[src/rtl/control_unit_if.sv]
// Bundle between control_unit and the datapath side: instruction/zero flag in,
// control word and memory strobes out, plus the FSM state for observation.
interface control_unit_if;
   logic [31:0] INSTRUCTION;
   logic        ZERO;
   logic [31:0] CTRL;
   logic        READ;
   logic        WRITE;
   logic [2:0]  fsm_state;

   modport master (output INSTRUCTION, ZERO, input CTRL, READ, WRITE, fsm_state);
   modport slave  (input INSTRUCTION, ZERO, output CTRL, READ, WRITE, fsm_state);
endinterface

[src/rtl/control_unit.sv]
// Multi-cycle control unit: fixed FETCH->DECODE->EXE->MEM->WB sequence with an
// internal instruction latch; CTRL/READ/WRITE decode from state and latch only.
module control_unit #(
   parameter int         CTRL_WIDTH = 32,
   parameter logic [4:0] ALU_ADD    = 5'd1,
   parameter logic [4:0] ALU_SUB    = 5'd2,
   parameter logic [4:0] ALU_MUL    = 5'd3,
   parameter logic [4:0] ALU_SHR    = 5'd4,
   parameter logic [4:0] ALU_SHL    = 5'd5,
   parameter logic [4:0] ALU_AND    = 5'd6,
   parameter logic [4:0] ALU_OR     = 5'd7,
   parameter logic [4:0] ALU_NOR    = 5'd8,
   parameter logic [4:0] ALU_SLT    = 5'd9
) (
   input logic           CLK,
   input logic           RST,
   control_unit_if.slave bus
);
   typedef enum logic [2:0] {
      FETCH  = 3'd0,
      DECODE = 3'd1,
      EXE    = 3'd2,
      MEM    = 3'd3,
      WB     = 3'd4
   } state_t;

   state_t                state, state_nxt;
   logic [31:0]           ir;
   logic [CTRL_WIDTH-1:0] ctrl, ex_bits;
   logic                  read, write;
   logic [4:0]            alu;
   logic wr_rd, wr_rt, is_lw, is_sw, is_push, is_pop, is_lui;
   logic is_beq, is_bne, is_jr, is_jump, is_jal;
   logic [5:0]            opcode, funct;
   logic                  ir_unused;

   assign opcode    = ir[31:26];
   assign funct     = ir[5:0];
   assign ir_unused = ^ir[25:6];

   always_ff @(posedge CLK or negedge RST) begin
      if (!RST) begin
         state <= FETCH;
         ir    <= '0;
      end else begin
         state <= state_nxt;
         if (state == FETCH) ir <= bus.INSTRUCTION;
      end
   end

   always_comb begin
      state_nxt = FETCH;
      case (state)
         FETCH:   state_nxt = DECODE;
         DECODE:  state_nxt = EXE;
         EXE:     state_nxt = MEM;
         MEM:     state_nxt = WB;
         default: state_nxt = FETCH;
      endcase
   end

   // Instruction classification and the EXE-phase operand/ALU selects.
   always_comb begin
      ex_bits = '0;
      alu     = '0;
      wr_rd = 1'b0; wr_rt = 1'b0; is_lw = 1'b0; is_sw = 1'b0;
      is_push = 1'b0; is_pop = 1'b0; is_lui = 1'b0; is_beq = 1'b0;
      is_bne = 1'b0; is_jr = 1'b0; is_jump = 1'b0; is_jal = 1'b0;
      case (opcode)
         6'h00: begin
            case (funct)
               6'h20: begin ex_bits[20] = 1'b1; alu = ALU_ADD; wr_rd = 1'b1; end
               6'h22: begin ex_bits[20] = 1'b1; alu = ALU_SUB; wr_rd = 1'b1; end
               6'h2c: begin ex_bits[20] = 1'b1; alu = ALU_MUL; wr_rd = 1'b1; end
               6'h24: begin ex_bits[20] = 1'b1; alu = ALU_AND; wr_rd = 1'b1; end
               6'h25: begin ex_bits[20] = 1'b1; alu = ALU_OR;  wr_rd = 1'b1; end
               6'h27: begin ex_bits[20] = 1'b1; alu = ALU_NOR; wr_rd = 1'b1; end
               6'h2a: begin ex_bits[20] = 1'b1; alu = ALU_SLT; wr_rd = 1'b1; end
               6'h01: begin ex_bits[19] = 1'b1; ex_bits[17] = 1'b1; alu = ALU_SHL; wr_rd = 1'b1; end
               6'h02: begin ex_bits[19] = 1'b1; ex_bits[17] = 1'b1; alu = ALU_SHR; wr_rd = 1'b1; end
               6'h08: is_jr = 1'b1;
               default: ;
            endcase
         end
         6'h08: begin ex_bits[18] = 1'b1; alu = ALU_ADD; wr_rt = 1'b1; end
         6'h1d: begin ex_bits[18] = 1'b1; alu = ALU_MUL; wr_rt = 1'b1; end
         6'h0a: begin ex_bits[18] = 1'b1; alu = ALU_SLT; wr_rt = 1'b1; end
         6'h23: begin ex_bits[18] = 1'b1; alu = ALU_ADD; wr_rt = 1'b1; is_lw = 1'b1; end
         6'h2b: begin ex_bits[18] = 1'b1; alu = ALU_ADD; is_sw = 1'b1; end
         6'h0c: begin alu = ALU_AND; wr_rt = 1'b1; end
         6'h0d: begin alu = ALU_OR;  wr_rt = 1'b1; end
         6'h0f: begin wr_rt = 1'b1; is_lui = 1'b1; end
         6'h04: begin ex_bits[20] = 1'b1; alu = ALU_SUB; is_beq = 1'b1; end
         6'h05: begin ex_bits[20] = 1'b1; alu = ALU_SUB; is_bne = 1'b1; end
         6'h1b: begin ex_bits[16] = 1'b1; ex_bits[19] = 1'b1; alu = ALU_SUB; is_push = 1'b1; end
         6'h1c: begin ex_bits[16] = 1'b1; ex_bits[19] = 1'b1; alu = ALU_ADD; is_pop = 1'b1; end
         6'h02: is_jump = 1'b1;
         6'h03: begin is_jump = 1'b1; is_jal = 1'b1; end
         default: ;
      endcase
      ex_bits[25:21] = alu;
   end

   // EXE selects are held through MEM and WB so ZERO/alu_out stay stable.
   always_comb begin
      ctrl  = '0;
      read  = 1'b0;
      write = 1'b0;
      case (state)
         FETCH: begin
            ctrl[31] = 1'b1;
            ctrl[4]  = 1'b1;
            read     = 1'b1;
         end
         DECODE: begin
            ctrl[7]  = 1'b1;
            ctrl[30] = 1'b1;
            ctrl[27] = 1'b1;
            ctrl[6]  = is_push;
         end
         EXE: ctrl = ex_bits;
         MEM: begin
            ctrl = ex_bits;
            if (is_lw || is_pop) begin
               ctrl[4] = 1'b1;
               read    = 1'b1;
            end
            if (is_sw || is_push) begin
               ctrl[5]  = 1'b1;
               ctrl[28] = 1'b1;
               write    = 1'b1;
            end
            if (is_push) begin
               ctrl[26] = 1'b1;
               ctrl[29] = 1'b1;
            end
         end
         WB: begin
            ctrl = ex_bits;
            if (is_lw || is_pop) begin
               ctrl[4] = 1'b1;
               read    = 1'b1;
            end
            ctrl[0] = 1'b1;
            ctrl[1] = 1'b1;
            ctrl[3] = 1'b1;
            if (is_beq) ctrl[2] = bus.ZERO;
            if (is_bne) ctrl[2] = ~bus.ZERO;
            if (is_jr) begin
               ctrl[1] = 1'b0;
               ctrl[2] = 1'b0;
            end
            if (is_jump) ctrl[3] = 1'b0;
            if (wr_rd || wr_rt || is_pop) begin
               ctrl[8]  = 1'b1;
               ctrl[14] = 1'b1;
            end
            if (wr_rd || wr_rt) ctrl[11] = 1'b1;
            if (wr_rt) ctrl[9] = 1'b1;
            if (is_lw || is_pop) ctrl[12] = 1'b1;
            if (is_lui) ctrl[13] = 1'b1;
            if (is_jal) begin
               ctrl[8]  = 1'b1;
               ctrl[10] = 1'b1;
            end
            if (is_push || is_pop) ctrl[15] = 1'b1;
         end
         default: ;
      endcase
   end

   assign bus.CTRL      = ctrl;
   assign bus.READ      = read;
   assign bus.WRITE     = write;
   assign bus.fsm_state = state;
endmodule

[src/flat_wrapper.sv]
// flat-port wrapper written by rule: the top's interface ports become plain ports
module control_unit_flat 
#(
   parameter int         CTRL_WIDTH = 32,
   parameter logic [4:0] ALU_ADD    = 5'd1,
   parameter logic [4:0] ALU_SUB    = 5'd2,
   parameter logic [4:0] ALU_MUL    = 5'd3,
   parameter logic [4:0] ALU_SHR    = 5'd4,
   parameter logic [4:0] ALU_SHL    = 5'd5,
   parameter logic [4:0] ALU_AND    = 5'd6,
   parameter logic [4:0] ALU_OR     = 5'd7,
   parameter logic [4:0] ALU_NOR    = 5'd8,
   parameter logic [4:0] ALU_SLT    = 5'd9
)
  (CLK, RST, bus_INSTRUCTION, bus_ZERO, bus_CTRL, bus_READ, bus_WRITE, bus_fsm_state);
  control_unit_if bus_i ();
  input logic CLK;
  input logic RST;
  input wire logic [$bits(bus_i.INSTRUCTION)-1:0] bus_INSTRUCTION;
  input wire logic [$bits(bus_i.ZERO)-1:0] bus_ZERO;
  output wire logic [$bits(bus_i.CTRL)-1:0] bus_CTRL;
  output wire logic [$bits(bus_i.READ)-1:0] bus_READ;
  output wire logic [$bits(bus_i.WRITE)-1:0] bus_WRITE;
  output wire logic [$bits(bus_i.fsm_state)-1:0] bus_fsm_state;
  assign bus_i.INSTRUCTION = bus_INSTRUCTION;
  assign bus_i.ZERO = bus_ZERO;
  assign bus_CTRL = bus_i.CTRL;
  assign bus_READ = bus_i.READ;
  assign bus_WRITE = bus_i.WRITE;
  assign bus_fsm_state = bus_i.fsm_state;
  control_unit #(.CTRL_WIDTH(CTRL_WIDTH), .ALU_ADD(ALU_ADD), .ALU_SUB(ALU_SUB), .ALU_MUL(ALU_MUL), .ALU_SHR(ALU_SHR), .ALU_SHL(ALU_SHL), .ALU_AND(ALU_AND), .ALU_OR(ALU_OR), .ALU_NOR(ALU_NOR), .ALU_SLT(ALU_SLT)) u_core (.CLK(CLK), .RST(RST), .bus(bus_i));
endmodule
[config.mk]
export PLATFORM = sky130hd
export DESIGN_NAME = control_unit_flat
export DESIGN_NICKNAME = d
export VERILOG_FILES = /design/src/rtl/control_unit_if.sv /design/src/rtl/control_unit.sv /design/src/flat_wrapper.sv
export SDC_FILE = /design/constraint.sdc
export NUM_CORES = 1
export LEC_CHECK = 0
export CORE_MARGIN = 5
export CORE_UTILIZATION = 40
export DETAILED_ROUTE_END_ITERATION = 6
export GPL_ROUTABILITY_DRIVEN = 0
export PLACE_DENSITY_LB_ADDON = 0.25
export SLEW_MARGIN = 20
export SYNTH_ARGS = -nofsm -noshare
export SYNTH_HDL_FRONTEND = slang
export SYNTH_SLANG_ARGS = --single-unit
[constraint.sdc]
create_clock -name CLK -period 2.4 [get_ports CLK]
set_input_delay 0.48 -clock CLK [delete_from_list [all_inputs] [get_ports CLK]]
set_output_delay 0.48 -clock CLK [all_outputs]
set_load 0.02 [all_outputs]
==> results_dict.tcl, run 1 <==
set metrics [dict create \
    relSlewSlack 0.568 \
    cts_buffers 3 \
    end_kind "output pin" \
    drt-pass1-iter-count 5 \
    cap_violations 0 \
    layout_setup_ws_ns -0.177 \
    fin_crit_ns 2.58 \
    holdBufCountCts 0 \
    rows 21 \
    antenna_found_initial 0 \
    reg2reg_from "u_core.bus.fsm_state[1]" \
    syn2layout_area_growth_pct 72.5 \
    synth_area_sq_mm 0.00139 \
    startpoint_type "flip-flop" \
    fin_crit_sh 1.07 \
    clock_sinks 15 \
    die_x_microns 68.8 \
    synth_fp_nets 216 \
    fill_cells 247 \
    leakage_nw 1.07 \
    num_vias 1714 \
    drt_iter0_markers 125 \
    grt_use_total 0.196 \
    tritoncts "built" \
    ir_worst_vdd_mv 0.285 \
    path_class "flip-flop to output pin" \
    r2r_cells 4 \
    rrSetupSlack_ns 0.91 \
    synth_top_area_cell "dfrtp_1" \
    final_util 0.716 \
    grt_overflow 0 \
    cp.required_ns 1.92 \
    initial_core_util 0.415 \
    ys_seq_area_frac 0.271 \
    synthTopCellsByArea "dfrtp_1 27%, mux2_2 6.5%, nor2_1 6.0%" \
    failed_checks "setup timing" \
    clkLatencyLatePin_ns 0.27 \
    drt_wl_total_microns 4860 \
    routedWlPerCell_microns 15.7 \
    tightest_slew_ns 0.646 \
    grt_pass1_vias 1554 \
    maxSlewViolCount 0 \
    powerDensity_mw_per_mm2 269 \
    drc 0 \
    coreArea_sq_mm 0.00334 \
    die_area_sq_mm 0.00474 \
    worstSetupEndpoint "bus_CTRL[23]" \
    viasPerCell 5.53 \
    yosys_warnings 0 \
    status "finished with violations" \
    yosysTopAreaCellShare 0.271 \
    netlist_instances 181 \
    final_layout_size_suffix_gt1_frac 0.492 \
    dp_hpwl_microns 3590 \
    clockBufferDepth 2 \
    diodes 0 \
    ys_ff_latch 15 \
    grt_pass1_wl_microns 7090 \
    finalHoldViolCount 0 \
    rsz0062_at_grt "yes" \
    die_height_microns 68.8 \
    holdCritPathClass "flip-flop to flip-flop" \
    cp_max_fo 3 \
    portBuffers 50 \
    crit_start "u_core.ir[30]" \
    avgSynthCellArea_sq_um 7.65 \
    final_cell_mix "53 x buf_4, 20 x clkdlybuf4s50_1, 18 x nor2_1" \
    cts_max_level 1 \
    ios 72 \
    fmaxAchievable_mhz 388 \
    finalNetCount 300 \
    reg2reg_to "u_core.ir[2]" \
    clkSlewWorstSetupHoldPaths_ns 0.08 \
    grt_max_degree 17 \
    ys_types 48 \
    drtAntennaViolNets 0 \
    crit_arrival_ns 2.10 \
    cts-root-buf "clkbuf_4" \
    skew_ns 0.00181 \
    final_common_cell "buf_4" \
    power_mw 0.644 \
    final-setup-viol-count 9 \
]
[worst min path at each step]
stage	from	endpoint	slack (ns)	cells after the start
6_report	u_core.ir[4]	u_core.ir[4]	0.56	1
3_5_place_dp	u_core.ir[4]	u_core.ir[4]	0.53	1
2_1_floorplan	RST	u_core.bus.fsm_state[0]	0.18	0
5_1_grt	u_core.ir[4]	u_core.ir[4]	0.58	1
3_3_place_gp	u_core.ir[4]	u_core.ir[4]	0.52	1
4_1_cts	u_core.ir[4]	u_core.ir[4]	0.56	1
[routing by layer]
layer  part of all wire  GRT usage  wire length (microns)  vias to the layer above
met5                  0          0                      0                        -
met4              0.026     0.0560                    127                        0
met3              0.067     0.0227                    324                       16
met2               0.52      0.361                   2530                       91
met1               0.39      0.239                   1880                      804
li1                   -          -                      -                      803
[cells by family after synthesis]
| kind of cell | Yosys count | synth area share |
|---|---|---|
| DFF | 15 | 0.271 |
| AOI/OAI and AO/OA | 39 | 0.192 |
| muxes | 10 | 0.0795 |
| buffers and inverters | 30 | 0.103 |
| xor gates and xnor gates | 6 | 0.0379 |
| and+or+nand+nor | 80 | 0.314 |
| other | 1 | 0.00271 |
[sequential cells by signal, indices dropped and copies added (netlist names)]
register and flops:
u_core.ir 12, u_core.bus.fsm_state 3
[final cells by class]
type / count / area [sq um] / share of cell area
Sequential cell: 15 / 378 / 0.158
Clock buffer: 4 / 26.3 / 0.0110
Tap cell: 46 / 57.6 / 0.0241
Inverter: 9 / 33.8 / 0.0141
Multi-Input combinational cell: 136 / 1060 / 0.442
Timing Repair Buffer: 100 / 838 / 0.351
[synth_stat cells, drive strengths merged]
library cell and count:
or2 1, buf 13, and3 1, nand2b 8, or3 1, nor2 22, nand2 13, o2111a 1
mux2i 2, nand4 1, a41oi 2, xor2 1, nor4b 1, a21bo 1, a21o 1, nand3 4
nor3b 3, a211oi 1, nor3 12, nor2b 4, o32ai 1, a311oi 1, a31oi 2, clkbuf 8
a21oi 12, a31o 1, o32a 1, conb 1, nand3b 1, inv 9, o2bb2ai 1, o22ai 1
nor4 6, or4 1, dfrtp 15, o21ai 8, xnor2 5, o21bai 1, a32oi 2, mux2 8
or3b 1, o31ai 2
[power by group]
part | internal, mW | switching [mW] | leakage [nW]
sequential | 0.263 | 0.0138 | 0.175
clock | 0.0643 | 0.0703 | 0.0150
combinational | 0.116 | 0.116 | 0.879
[worst max-delay path, cell delays in order (launching register included)]
cell     delay (ns)
dfrtp_1        0.42
nor4_4         0.33
nand2_2        0.14
buf_6          0.14
or4_4          0.50
a21oi_2        0.16
buf_6          0.13
[timing repair]
item                       4_1_cts  5_1_grt
pin swaps                        4       20
gates resized for setup         99       72
setup endpoints to repair       28       29
setup buffers                    2        7
[stage by stage]
step | setup slack [ns] | cell area, sq um | setup TNS [ns] | hold slack [ns] | std cells
6_report | -0.177 | 2390 | -0.934 | 0.558 | 310
2_1_floorplan | 0.00989 | 1390 | 0 | 0.184 | 181
3_3_place_gp | -0.258 | 2150 | -2.10 | 0.523 | 297
3_5_place_dp | -0.282 | 2150 | -2.72 | 0.534 | 297
4_1_cts | -0.200 | 2190 | -0.804 | 0.555 | 303
5_1_grt | -0.282 | 2390 | -2.00 | 0.583 | 310
Note: power is estimated with default switching activity, not from simulation.
==> inputs of run 2 (changes only) <==
Settings changed: SETUP_SLACK_MARGIN set to 0.05.
==> run 2 against run 1 <==
Effect of this change: the run still ends with setup timing left; power is 0.97% lower; hold slack worse by 0.00051 ns; global-route usage is 0.34 points lower; maximum frequency is 2.3% higher; wire length is 3.4% lower; clock skew is 0.0014 ns lower; setup slack better by 0.059 ns; via count is 1.2% lower; cell count is 0.32% higher; critical endpoint unchanged; highest routed layer unchanged.
==> results_dict.tcl, run 2 (synthesis gave the netlist of run 1 again) <==
set metrics [dict create \
    fin_tns_setup_ns -0.343 \
    final_layout_size_suffix_gt1_frac 0.475 \
    leakage_nw 1.05 \
    drc 0 \
    cap_violations 0 \
    reg2reg_from "u_core.bus.fsm_state[1]" \
    holdBufCountCts 0 \
    cts-root-buf "clkbuf_4" \
    place_area_sq_mm 0.00215 \
    crit_arrival_ns 2.04 \
    initial_core_util 0.415 \
    clock_sinks 15 \
    finalInstanceArea_sq_mm 0.00237 \
    die_x_microns 68.8 \
    tightest_slew_ns 0.650 \
    coreArea_sq_mm 0.00334 \
    num_vias 1693 \
    seq_area_sq_um 378 \
    cts_max_level 1 \
    rows 21 \
    place_ws_ns -0.282 \
    fill_cells 265 \
    fin_crit_ns 2.52 \
    portBuffers 50 \
    crit_start "u_core.ir[28]" \
    drt-pass1-iter-count 4 \
    status "finished with violations" \
    maxSlewViolCount 0 \
    multiInputGateArea_sq_mm 0.00104 \
    cp_cell_sequence "nor4_4 -> nand2_2 -> or4_4 -> a21oi_2 -> buf_4" \
    finalNetCount 301 \
    grt_pass1_vias 1527 \
    cp_max_fo 4 \
    worst-path-buf-inv 1 \
    largest_reg_flops 12 \
    routedWlPerCell_microns 15.1 \
    die_height_microns 68.8 \
    fin_crit_sh 1.05 \
    power_mw 0.637 \
    whs_ns 0.558 \
    layout_setup_ws_ns -0.118 \
    viasPerCell 5.44 \
    powerDensity_mw_per_mm2 269 \
    rsz0062_at_grt "yes" \
    grt_overflow 0 \
    failed_checks "setup timing" \
    end_kind "output pin" \
    clkLatencyLatePin_ns 0.27 \
    holdCritPathClass "flip-flop to flip-flop" \
    die_area_sq_mm 0.00474 \
    grt_use_total 0.193 \
    final_util 0.709 \
    diodes 0 \
    drt_iter0_markers 141 \
    final_common_cell "buf_4" \
    cp.required_ns 1.92 \
    final-setup-viol-count 5 \
    place_inst 297 \
    top_register "u_core.ir" \
    relSlewSlack 0.566 \
    grt_max_degree 17 \
    ios 72 \
    path_class "flip-flop to output pin" \
    finalHoldViolCount 0 \
    clkSlewWorstSetupHoldPaths_ns 0.08 \
    fmaxAchievable_mhz 397 \
    slowest_stage "or4_4" \
    cts_buffers 3 \
    fin_cells 311 \
    cp_top_family "simple AND/OR/NAND/NOR gates" \
    drtAntennaViolNets 0 \
    rrSetupSlack_ns 0.91 \
    cpPeakStageDelay_ns 0.56 \
    syn2layout_area_growth_pct 70.8 \
    antenna_found_initial 0 \
    grt_pass1_wl_microns 7010 \
    startpoint_type "flip-flop" \
    dp_hpwl_microns 3590 \
    skew_ns 0.000409 \
    clockBufferDepth 2 \
    drt_wl_total_microns 4700 \
    ir_worst_vdd_mv 0.293 \
    final_cell_mix "57 x buf_4, 20 x clkdlybuf4s50_1, 18 x nor2_1" \
    tritoncts "built" \
    min_from "u_core.ir[4]" \
]
-- run 2: worst reg2reg max path: stages (launching register included) --
cell and delay [ns]:
dfrtp_1 0.38, buf_4 0.16, nor3_2 0.23, buf_4 0.25, mux2_2 0.36
-- run 2: timing repair --
item                                    4_1_cts  5_1_grt
endpoints found under the setup margin       28       29
pin swaps                                     9       12
buffers inserted                              3        7
gates resized for setup                     122       48
-- run 2: layer usage --
layer	GRT usage	vias to the layer above	routed length, microns
met5	0	-	0
met1	0.244	811	1830
met2	0.348	66	2490
met3	0.0211	8	319
li1	-	808	-
met4	0.0487	0	57
-- run 2: final timing paths --
check / end / cells after the start
setup / recovery: bus_CTRL[23] / 5
hold / removal: u_core.ir[4] / 1
setup reg to reg: u_core.ir[2] / 4
hold reg to reg: u_core.ir[4] / 1
max in group asynchronous: u_core.ir[1] / 1
min in group asynchronous: u_core.ir[3] / 1
-- run 2: power by group --
part | switching [mW] | leakage [nW] | total [mW] | internal [mW]
clock | 0.0715 | 0.0150 | 0.136 | 0.0643
combinational | 0.113 | 0.863 | 0.225 | 0.112
sequential | 0.0133 | 0.175 | 0.276 | 0.263
total | 0.197 | 1.05 | 0.637 | 0.440
-- run 2: layout make-up --
class,instances,share of cell area
tap,46,0.0243
inverter,9,0.0143
multi-input combinational,136,0.439
sequential,15,0.160
clock buffer,4,0.0111
timing repair buffer,101,0.352
